==> src/rtl/inst_fetch_pkg.sv <==
// Shared definitions for the instruction fetch unit.
//   fetch_state_e     : fetch FSM states (request / wait for data / hold word for decode)
//   RESET_PC_DEFAULT  : default PC after reset
//   NOP_INST          : word presented in place of a misaligned fetch (addi x0,x0,0)
//   PC_STEP           : sequential PC increment in bytes
package inst_fetch_pkg;

  typedef enum logic [1:0] {
    ST_REQ  = 2'd0,
    ST_WAIT = 2'd1,
    ST_HOLD = 2'd2
  } fetch_state_e;

  localparam logic [63:0] RESET_PC_DEFAULT = 64'h0000_0000_8000_0000;
  localparam logic [31:0] NOP_INST         = 32'h0000_0013;
  localparam int          PC_STEP          = 4;

endpackage

==> src/rtl/inst_fetch_pc.sv <==
// Program counter register with its next-PC selection.
// Priority: reset > redirect > sequential advance (pc + 4, wraps modulo 2^ADDR_W) > hold.
// Ports:
//   clk, rst     : clock, synchronous active-high reset
//   redir_valid  : load redir_pc
//   redir_pc     : redirect target
//   advance      : step to the next sequential instruction
//   pc           : current PC
module inst_fetch_pc
  import inst_fetch_pkg::*;
#(
  parameter int              ADDR_W   = 64,
  parameter logic [ADDR_W-1:0] RESET_PC = ADDR_W'(RESET_PC_DEFAULT)
) (
  input  logic              clk,
  input  logic              rst,
  input  logic              redir_valid,
  input  logic [ADDR_W-1:0] redir_pc,
  input  logic              advance,
  output logic [ADDR_W-1:0] pc
);

  logic [ADDR_W-1:0] pc_q;
  logic [ADDR_W-1:0] pc_d;

  always_comb begin
    pc_d = pc_q;
    if (redir_valid) begin
      pc_d = redir_pc;
    end else if (advance) begin
      pc_d = pc_q + ADDR_W'(PC_STEP);
    end
  end

  always_ff @(posedge clk) begin
    if (rst) begin
      pc_q <= RESET_PC;
    end else begin
      pc_q <= pc_d;
    end
  end

  assign pc = pc_q;

endmodule

==> src/rtl/inst_fetch.sv <==
// Instruction fetch unit: holds the PC, issues one doubleword read at a time and
// hands the selected 32-bit word plus its address to decode over valid/ready.
// Redirects from execute replace the PC in any state; a response that belongs to
// a superseded PC is dropped.
// Optional build macro INST_FETCH_ALIGN_CHK_EN: a PC with pc[1:0] != 0 issues no
// read and presents a nop with inst_excp set instead.
// Ports:
//   clk, rst                 : clock, synchronous active-high reset
//   mem_req/mem_gnt/mem_addr : read request, held until granted, 8-byte aligned
//   mem_rvalid/mem_rdata     : read response, one per granted request
//   inst_valid/inst_ready    : handshake to decode
//   inst/inst_pc/inst_excp   : instruction word, its address, misaligned flag
//   redir_valid/redir_pc     : PC redirect from execute
//
// state   | meaning
// --------+-------------------------------------------------------------
// ST_REQ  | request pending for the current PC (held until granted)
// ST_WAIT | request granted, waiting for read data (may be marked discard)
// ST_HOLD | word presented to decode, waiting for handshake or redirect
module inst_fetch
  import inst_fetch_pkg::*;
#(
  parameter int                ADDR_W   = 64,
  parameter logic [ADDR_W-1:0] RESET_PC = ADDR_W'(RESET_PC_DEFAULT)
) (
  input  logic              clk,
  input  logic              rst,
  output logic              mem_req,
  input  logic              mem_gnt,
  output logic [ADDR_W-1:0] mem_addr,
  input  logic              mem_rvalid,
  input  logic [63:0]       mem_rdata,
  output logic              inst_valid,
  input  logic              inst_ready,
  output logic [31:0]       inst,
  output logic [ADDR_W-1:0] inst_pc,
  output logic              inst_excp,
  input  logic              redir_valid,
  input  logic [ADDR_W-1:0] redir_pc
);

`ifdef INST_FETCH_ALIGN_CHK_EN
  localparam bit ALIGN_CHK = 1'b1;
`else
  localparam bit ALIGN_CHK = 1'b0;
`endif

  fetch_state_e      state_q, state_d;
  logic              discard_q, discard_d;
  logic [31:0]       inst_q, inst_d;
  logic [ADDR_W-1:0] inst_pc_q, inst_pc_d;
  logic              excp_q, excp_d;

  logic [ADDR_W-1:0] pc;
  logic              advance;
  logic              req_int;
  logic              misaligned;
  logic [31:0]       word_sel;

  inst_fetch_pc #(
    .ADDR_W   (ADDR_W),
    .RESET_PC (RESET_PC)
  ) u_pc (
    .clk         (clk),
    .rst         (rst),
    .redir_valid (redir_valid),
    .redir_pc    (redir_pc),
    .advance     (advance),
    .pc          (pc)
  );

  assign misaligned = ALIGN_CHK && (pc[1:0] != 2'b00);
  assign word_sel   = pc[2] ? mem_rdata[63:32] : mem_rdata[31:0];

  always_comb begin
    state_d   = state_q;
    discard_d = discard_q;
    inst_d    = inst_q;
    inst_pc_d = inst_pc_q;
    excp_d    = excp_q;
    advance   = 1'b0;
    req_int   = 1'b0;
    case (state_q)
      ST_REQ: begin
        if (misaligned) begin
          // A redirect this cycle replaces the PC, so only present the nop otherwise.
          if (!redir_valid) begin
            state_d   = ST_HOLD;
            inst_d    = NOP_INST;
            inst_pc_d = pc;
            excp_d    = 1'b1;
          end
        end else begin
          req_int = 1'b1;
          if (mem_gnt) begin
            state_d   = ST_WAIT;
            // Granted at the old address while redirecting: its response is stale.
            discard_d = redir_valid;
          end
        end
      end
      ST_WAIT: begin
        if (mem_rvalid) begin
          discard_d = 1'b0;
          if (discard_q || redir_valid) begin
            state_d = ST_REQ;
          end else begin
            state_d   = ST_HOLD;
            inst_d    = word_sel;
            inst_pc_d = pc;
            excp_d    = 1'b0;
          end
        end else if (redir_valid) begin
          discard_d = 1'b1;
        end
      end
      ST_HOLD: begin
        if (redir_valid) begin
          state_d = ST_REQ;
        end else if (inst_ready) begin
          state_d = ST_REQ;
          advance = 1'b1;
        end
      end
      default: state_d = ST_REQ;
    endcase
  end

  always_ff @(posedge clk) begin
    if (rst) begin
      state_q   <= ST_REQ;
      discard_q <= 1'b0;
      inst_q    <= 32'h0;
      inst_pc_q <= '0;
      excp_q    <= 1'b0;
    end else begin
      state_q   <= state_d;
      discard_q <= discard_d;
      inst_q    <= inst_d;
      inst_pc_q <= inst_pc_d;
      excp_q    <= excp_d;
    end
  end

  // Request is suppressed while reset is held so nothing is issued before the PC is valid.
  assign mem_req    = req_int & ~rst;
  assign mem_addr   = {pc[ADDR_W-1:3], 3'b000};
  assign inst_valid = (state_q == ST_HOLD);
  assign inst       = inst_q;
  assign inst_pc    = inst_pc_q;
  assign inst_excp  = excp_q;

endmodule

==> config.mk <==
export PLATFORM = sky130hd
export DESIGN_NAME = inst_fetch
export DESIGN_NICKNAME = d
export VERILOG_FILES = /design/src/rtl/inst_fetch_pkg.sv /design/src/rtl/inst_fetch_pc.sv /design/src/rtl/inst_fetch.sv
export SDC_FILE = /design/constraint.sdc
export NUM_CORES = 1
export LEC_CHECK = 0
export CAP_MARGIN = 0
export CORE_ASPECT_RATIO = 0.75
export CORE_MARGIN = 2
export CORE_UTILIZATION = 35
export CTS_CLUSTER_SIZE = 25
export DETAILED_ROUTE_END_ITERATION = 6
export PLACE_DENSITY = 0.68
export SETUP_SLACK_MARGIN = 0.02
export SLEW_MARGIN = 40
export SYNTH_ARGS = -nofsm -noshare
export SYNTH_HDL_FRONTEND = slang
export SYNTH_SLANG_ARGS = --single-unit
==> constraint.sdc <==
create_clock -name clk -period 3 [get_ports clk]
set_input_delay 0.9 -clock clk [delete_from_list [all_inputs] [get_ports clk]]
set_output_delay 0.9 -clock clk [all_outputs]
set_load 0.02 [all_outputs]
=== Yosys cells after proc, flatten, opt, wreduce, memory -nomap -nowiden ===
Index checks and enable logic that the tools add are counted.

* Bitwise logic cells: 3
* Add/subtract/negate cells: 1
* Multiplexer cells: 17
* Equality and inequality tests: 6
* Reduce and logical (&&, ||, !) cells: 7

{| class="wikitable"
|+ Operators with widths
! operator !! number
|-
| 64-bit 2-to-1 mux || 2
|-
| 64-bit by 3-bit adder with 64-bit output (second input constant) || 1
|-
| 32-bit 2-to-1 mux || 1
|-
| 2-bit 2-to-1 mux || 5
|-
| 3-bit AND reduction || 3
|-
| 1-bit 2-to-1 mux || 7
|-
| 2-bit one-hot mux with 3 select lines || 1
|-
| 2-bit inequality test (second input constant) || 2
|-
| 2-bit nonzero test || 2
|-
| 3-bit by 1-bit inequality test with 1-bit output (second input constant) || 1
|-
| 3-bit inequality test (second input constant) || 1
|-
| 2-bit by 1-bit == test with 1-bit output (second input constant) || 1
|-
| 2-bit == test (second input constant) || 1
|-
| 2-bit logical NOT || 1
|-
| 1-bit inverter || 2
|-
| 1-bit one-hot mux with 2 select lines || 1
|-
| 1-bit bitwise AND || 1
|-
| 1-bit logical OR || 1
|}

* Word-level logic and storage cells: 39
* Bits of input ports: 134
* Output and inout port bits: 163
* Register bits after elaboration: 163

=== Logic depth before layout (Yosys ltp) ===
* Depth after elaboration: 5
* Gate-level depth with buffers: 8
* Mapped depth without buffers: 6

=== Hierarchy ===
From an unflattened synthesis, not the netlist that was laid out.

* Cells, all modules: 944
* Area total of the unflattened synthesis: 8,111.5 µm²

{| class="wikitable"
|+ By module, submodules not included
! module !! instances !! cells each !! seq. area each (µm²) !! area an instance (µm²)
|-
| inst_fetch || 1 || 470 || 1,981.9 || 4,147.7
|-
| inst_fetch_pc || 1 || 474 || 1,281.2 || 3,963.8
|}

=== Worst setup path after synthesis ===
No wires, ideal clock.

* Path kind: in2reg
* Start point: input port inst_ready
* End point: register u_pc.pc_q[36] (netlist: u_pc.pc[36])
* Cell stages on the path: 6
* Buffers on the path: 1
* Arrival: 2.769 ns
* Data required time: 2.909 ns
* Path slack: 0.140 ns
* Library setup time: 0.091 ns
* Path through: nand4b_1 or4_4 or4_1 buf_2 or3_1 a311oi_1

* Longest elaborated chain between the ends: 4

{| class="wikitable"
|+ RTL lines
! item !! RTL line !! RTL
|-
| from (decl) || inst_fetch.sv:34 || <nowiki>input logic inst_ready,</nowiki>
|-
| 1-bit 2-to-1 mux || inst_fetch.sv:120 || <nowiki>end else if (inst_ready) begin</nowiki>
|-
| 1-bit 2-to-1 mux || inst_fetch.sv:118 || <nowiki>if (redir_valid) begin</nowiki>
|-
| 1-bit 2-to-1 mux || inst_fetch.sv:83 || <nowiki>case (state_q)</nowiki>
|-
| 2-bit nonzero test (no line) || -- ||
|-
| to (signal assigned) || inst_fetch_pc.sv:39 || <nowiki>pc_q <= pc_d;</nowiki>
|-
| to (decl) || inst_fetch_pc.sv:23 || <nowiki>logic [ADDR_W-1:0] pc_q;</nowiki>
|}

Every way passes these cells.
A chain may end at the register's enable or synchronous reset.

=== Worst setup path in the final report ===
* Start point: register u_pc.pc_q[5] (netlist: u_pc.pc[5])
* End point: register u_pc.pc_q[57] (netlist: u_pc.pc[57])

* Longest elaborated chain between the ends: 3

{| class="wikitable"
|+ RTL lines
! item !! RTL line !! RTL
|-
| 64-bit by 3-bit adder with 64-bit output || inst_fetch_pc.sv:31 || <nowiki>pc_d = pc_q + ADDR_W'(PC_STEP);</nowiki>
|-
| 64-bit 2-to-1 mux || inst_fetch_pc.sv:30 || <nowiki>end else if (advance) begin</nowiki>
|-
| 64-bit 2-to-1 mux || inst_fetch_pc.sv:28 || <nowiki>if (redir_valid) begin</nowiki>
|}

Every way passes these cells. The select of a mux whose other input is x is not followed.

==> impl_results.md <==
* Status: completed
* Vias in the first global route at 7309
* Max_cap viols at 0
* Hold path startpoint: inst_pc[57]
* Ys async rst share at 0%
* # setup viols final at 0
* IO buf count at 292
* Routing usage on met3 at 6.01%
* Iter 0 DRT Violations at 571
* CP max FO at 11
* CTS buffer count at 17
* Tightest Pin Transition at 0.892 ns
* Path category of the worst min-delay check: reg -> reg
* Clk_lat worst skew at 0.43 ns
* DRC at 0
* Layout cells sized above 1 at 8.01%
* Via count at 7750
* Die area at 0.0239 mm2
* Min cycle time layout at 2.70 ns
* Post-synthesis register bit count at 163
* Ports at 297
* Slew Limit Fails at 0
* Type of element capturing the critical path: register
* Final Cycle Share at 90.2%
* # clock sinks at 163
* WP data required at 3.33 ns
* Router iterations before antenna repair at 5
* Fillers at 2145
* Final #Nets at 1333
* CTS root buf: clkbuf_16
* Clock buffer depth at 2
* Seq/Total Area, Yosys at 41.2%
* Row Count at 47
* Total wire length at 25100 um
* Total grt overflow at 0
* Leakage Power at 3.78 nW
* Final Hold Vio Count at 0
* Post-route ant nets at 0
* Area grow syn2layout at 44.9%
* Drt wl/cell at 16.7 um
* FMAX at 0.370 GHz
* Synth area leader: dfxtp_1
* Power Density at 468 mW/mm2
* H-tree depth at 4
* Syn_area_per_cell at 8.12 um2
* CTS Hold Bufs at 0
* Syn. warnings at 0
* Die X at 178 um
* Met2 GRT Util at 32.0%
* Count leader, synth: dfxtp_1
* TritonCTS clock tree: built
* Post-Syn Area at 0.00792 mm2
* CP arrival at 3.04 ns
* Commonest cells post-synth: 163 x dfxtp_1, 158 x nand2_1, 99 x nor2_1
* Die H at 134 um
* Total global-route track usage at 21.2%
* Setup WS pre-CTS at -0.417 ns
* Initial antenna violation count at 1
* Design Power at 0.00537 W
* Worst IR drop on VDD at 0.305 mV
* DR vias/cell at 5.15
* Rel. slew slack at 40.6%
* Final Wtd Congestion at 0.756
* First-pass GRT wire length at 40200 um
* Post-synth cell types at 47
* PnR worst setup slack at 0.295 ns
* Starting density of the core at 35.8%
* Gr busiest metal: met2
* Synth area leaders: dfxtp_1 41%, nand2_1 7.5%, buf_4 6.2%
* Post-DP HPWL at 18000 um
* Critical path type: reg -> reg
* Cells after Synth at 975
* CP Launch Type: register
* Core area at 0.0221 mm2
* R2r startpoint: u_pc.pc[5]
* Clock Skew at 0.00889 ns
* Critical Path Start: u_pc.pc[5]
* Largest net degree at the start of global routing at 170
* EDFF count, synth at 0
* Synth Flop Type: dfxtp_1
* R2R Setup Slk at 0.30 ns
* Unrepaired setup endpoints after global routing: false
* Clock transition at path regs at 0.07 ns
* GR Util met1 at 29.5%
* Yosys top cell area share at 41.2%
-- per-layer routing --
metal / part of all wire [%] / up-vias
li1: - / 3827
met1: 46 / 3648
met3: 7.9 / 24
met2: 45 / 251
met4: 1.3 / 0
met5: 0 / -
-- power breakdown --
part / switching [W] / leakage (nW) / internal (W)
registers: 0.0000959 / 1.33 / 0.00225
clock network: 0.00101 / 0.293 / 0.00120
logic: 0.000386 / 2.16 / 0.000426
total: 0.00149 / 3.78 / 0.00387
-- worst max-delay path, stage by stage (launching register included) --
cell and delay (ns):
dfxtp_1 0.47, nand4_2 0.21, or4_1 0.62, or3_1 0.51
or4_1 0.53, a311oi_1 0.27
-- cell type report --
cell class	count	area [um2]	share of cell area, %
multi-input cells	658	3860	33.7
repair buffers	340	3320	28.9
flip-flops and latches	163	3260	28.5
clock buffers	18	439	3.83
well taps	294	368	3.21
clock inverters	14	146	1.28
inverters	18	68.8	0.600
diodes	1	2.50	0.0218
-- logic make-up (layout without fill, tap and decap cells) --
kind of cell | after synthesis | count (layout) | synth area share, %
and+or+nand+nor | 391 | 391 | 23.6
AOI/OAI and AO/OA | 192 | 192 | 16.1
DFF | 163 | 163 | 41.2
buffers and inverters | 157 | 390 | 10.6
muxes | 37 | 37 | 4.68
xor gates and xnor gates | 33 | 33 | 3.65
adders and majority gates | 1 | 1 | 0.158
other | 1 | 5 | 0.0473
-- metrics by stage --
stage / util [%] / std cells / hold WS [ns] / TNS [ns] / cell area, um2
floorplan: - / 978 / 0.431 / 0 / 7930
global placement: 49.1 / 1473 / 0.440 / -4.25 / 10900
detailed placement: 49.1 / 1473 / 0.446 / -5.40 / 10900
CTS: 51.7 / 1505 / 0.455 / 0 / 11400
global route: 51.9 / 1506 / 0.469 / 0 / 11500
finish: 51.9 / 1506 / 0.453 / 0 / 11500
-- repair_timing --
item                                    in CTS  in global routing
resized for setup                            0                  7
endpoints found under the setup margin       0                  9
setup buffers                                0                  0
-- worst paths after layout --
path	to	cells after the start
max	u_pc.pc[57]	5
min	inst_pc[57]	2
max reg2reg	u_pc.pc[57]	5
min reg2reg	inst_pc[57]	2
-- state kept, by name, summed over array words and instances (netlist names) --
name / count
u_pc.pc: 64
inst_pc: 64
inst: 32
discard_q: 1
state_q: 2
-- cell usage in the layout, fill, tap and decap left out, types with 5 or more instances in the layout --
cell             Yosys  final
a2111oi_0           12     11
a211oi_1            64     64
a21oi_1             71     71
a311oi_1            19     18
and3_1               5      5
and4_1              13     13
buf_4               65     45
clkbuf_16            0     17
clkdlybuf4s50_1      0    289
dfxtp_1            163    162
inv_1               18     17
mux2i_1             37     37
nand2_1            158    158
nand3_1             21     21
nand4_1             16     16
nor2_1              99     99
nor3_1              13     13
nor4_1              12     11
o21ai_0             11     11
o31ai_1              6      6
or3_1               12     11
or4_1               15     14
xnor2_1             28     28
xor2_1               5      5
Power figures use the tool's default switching activity.
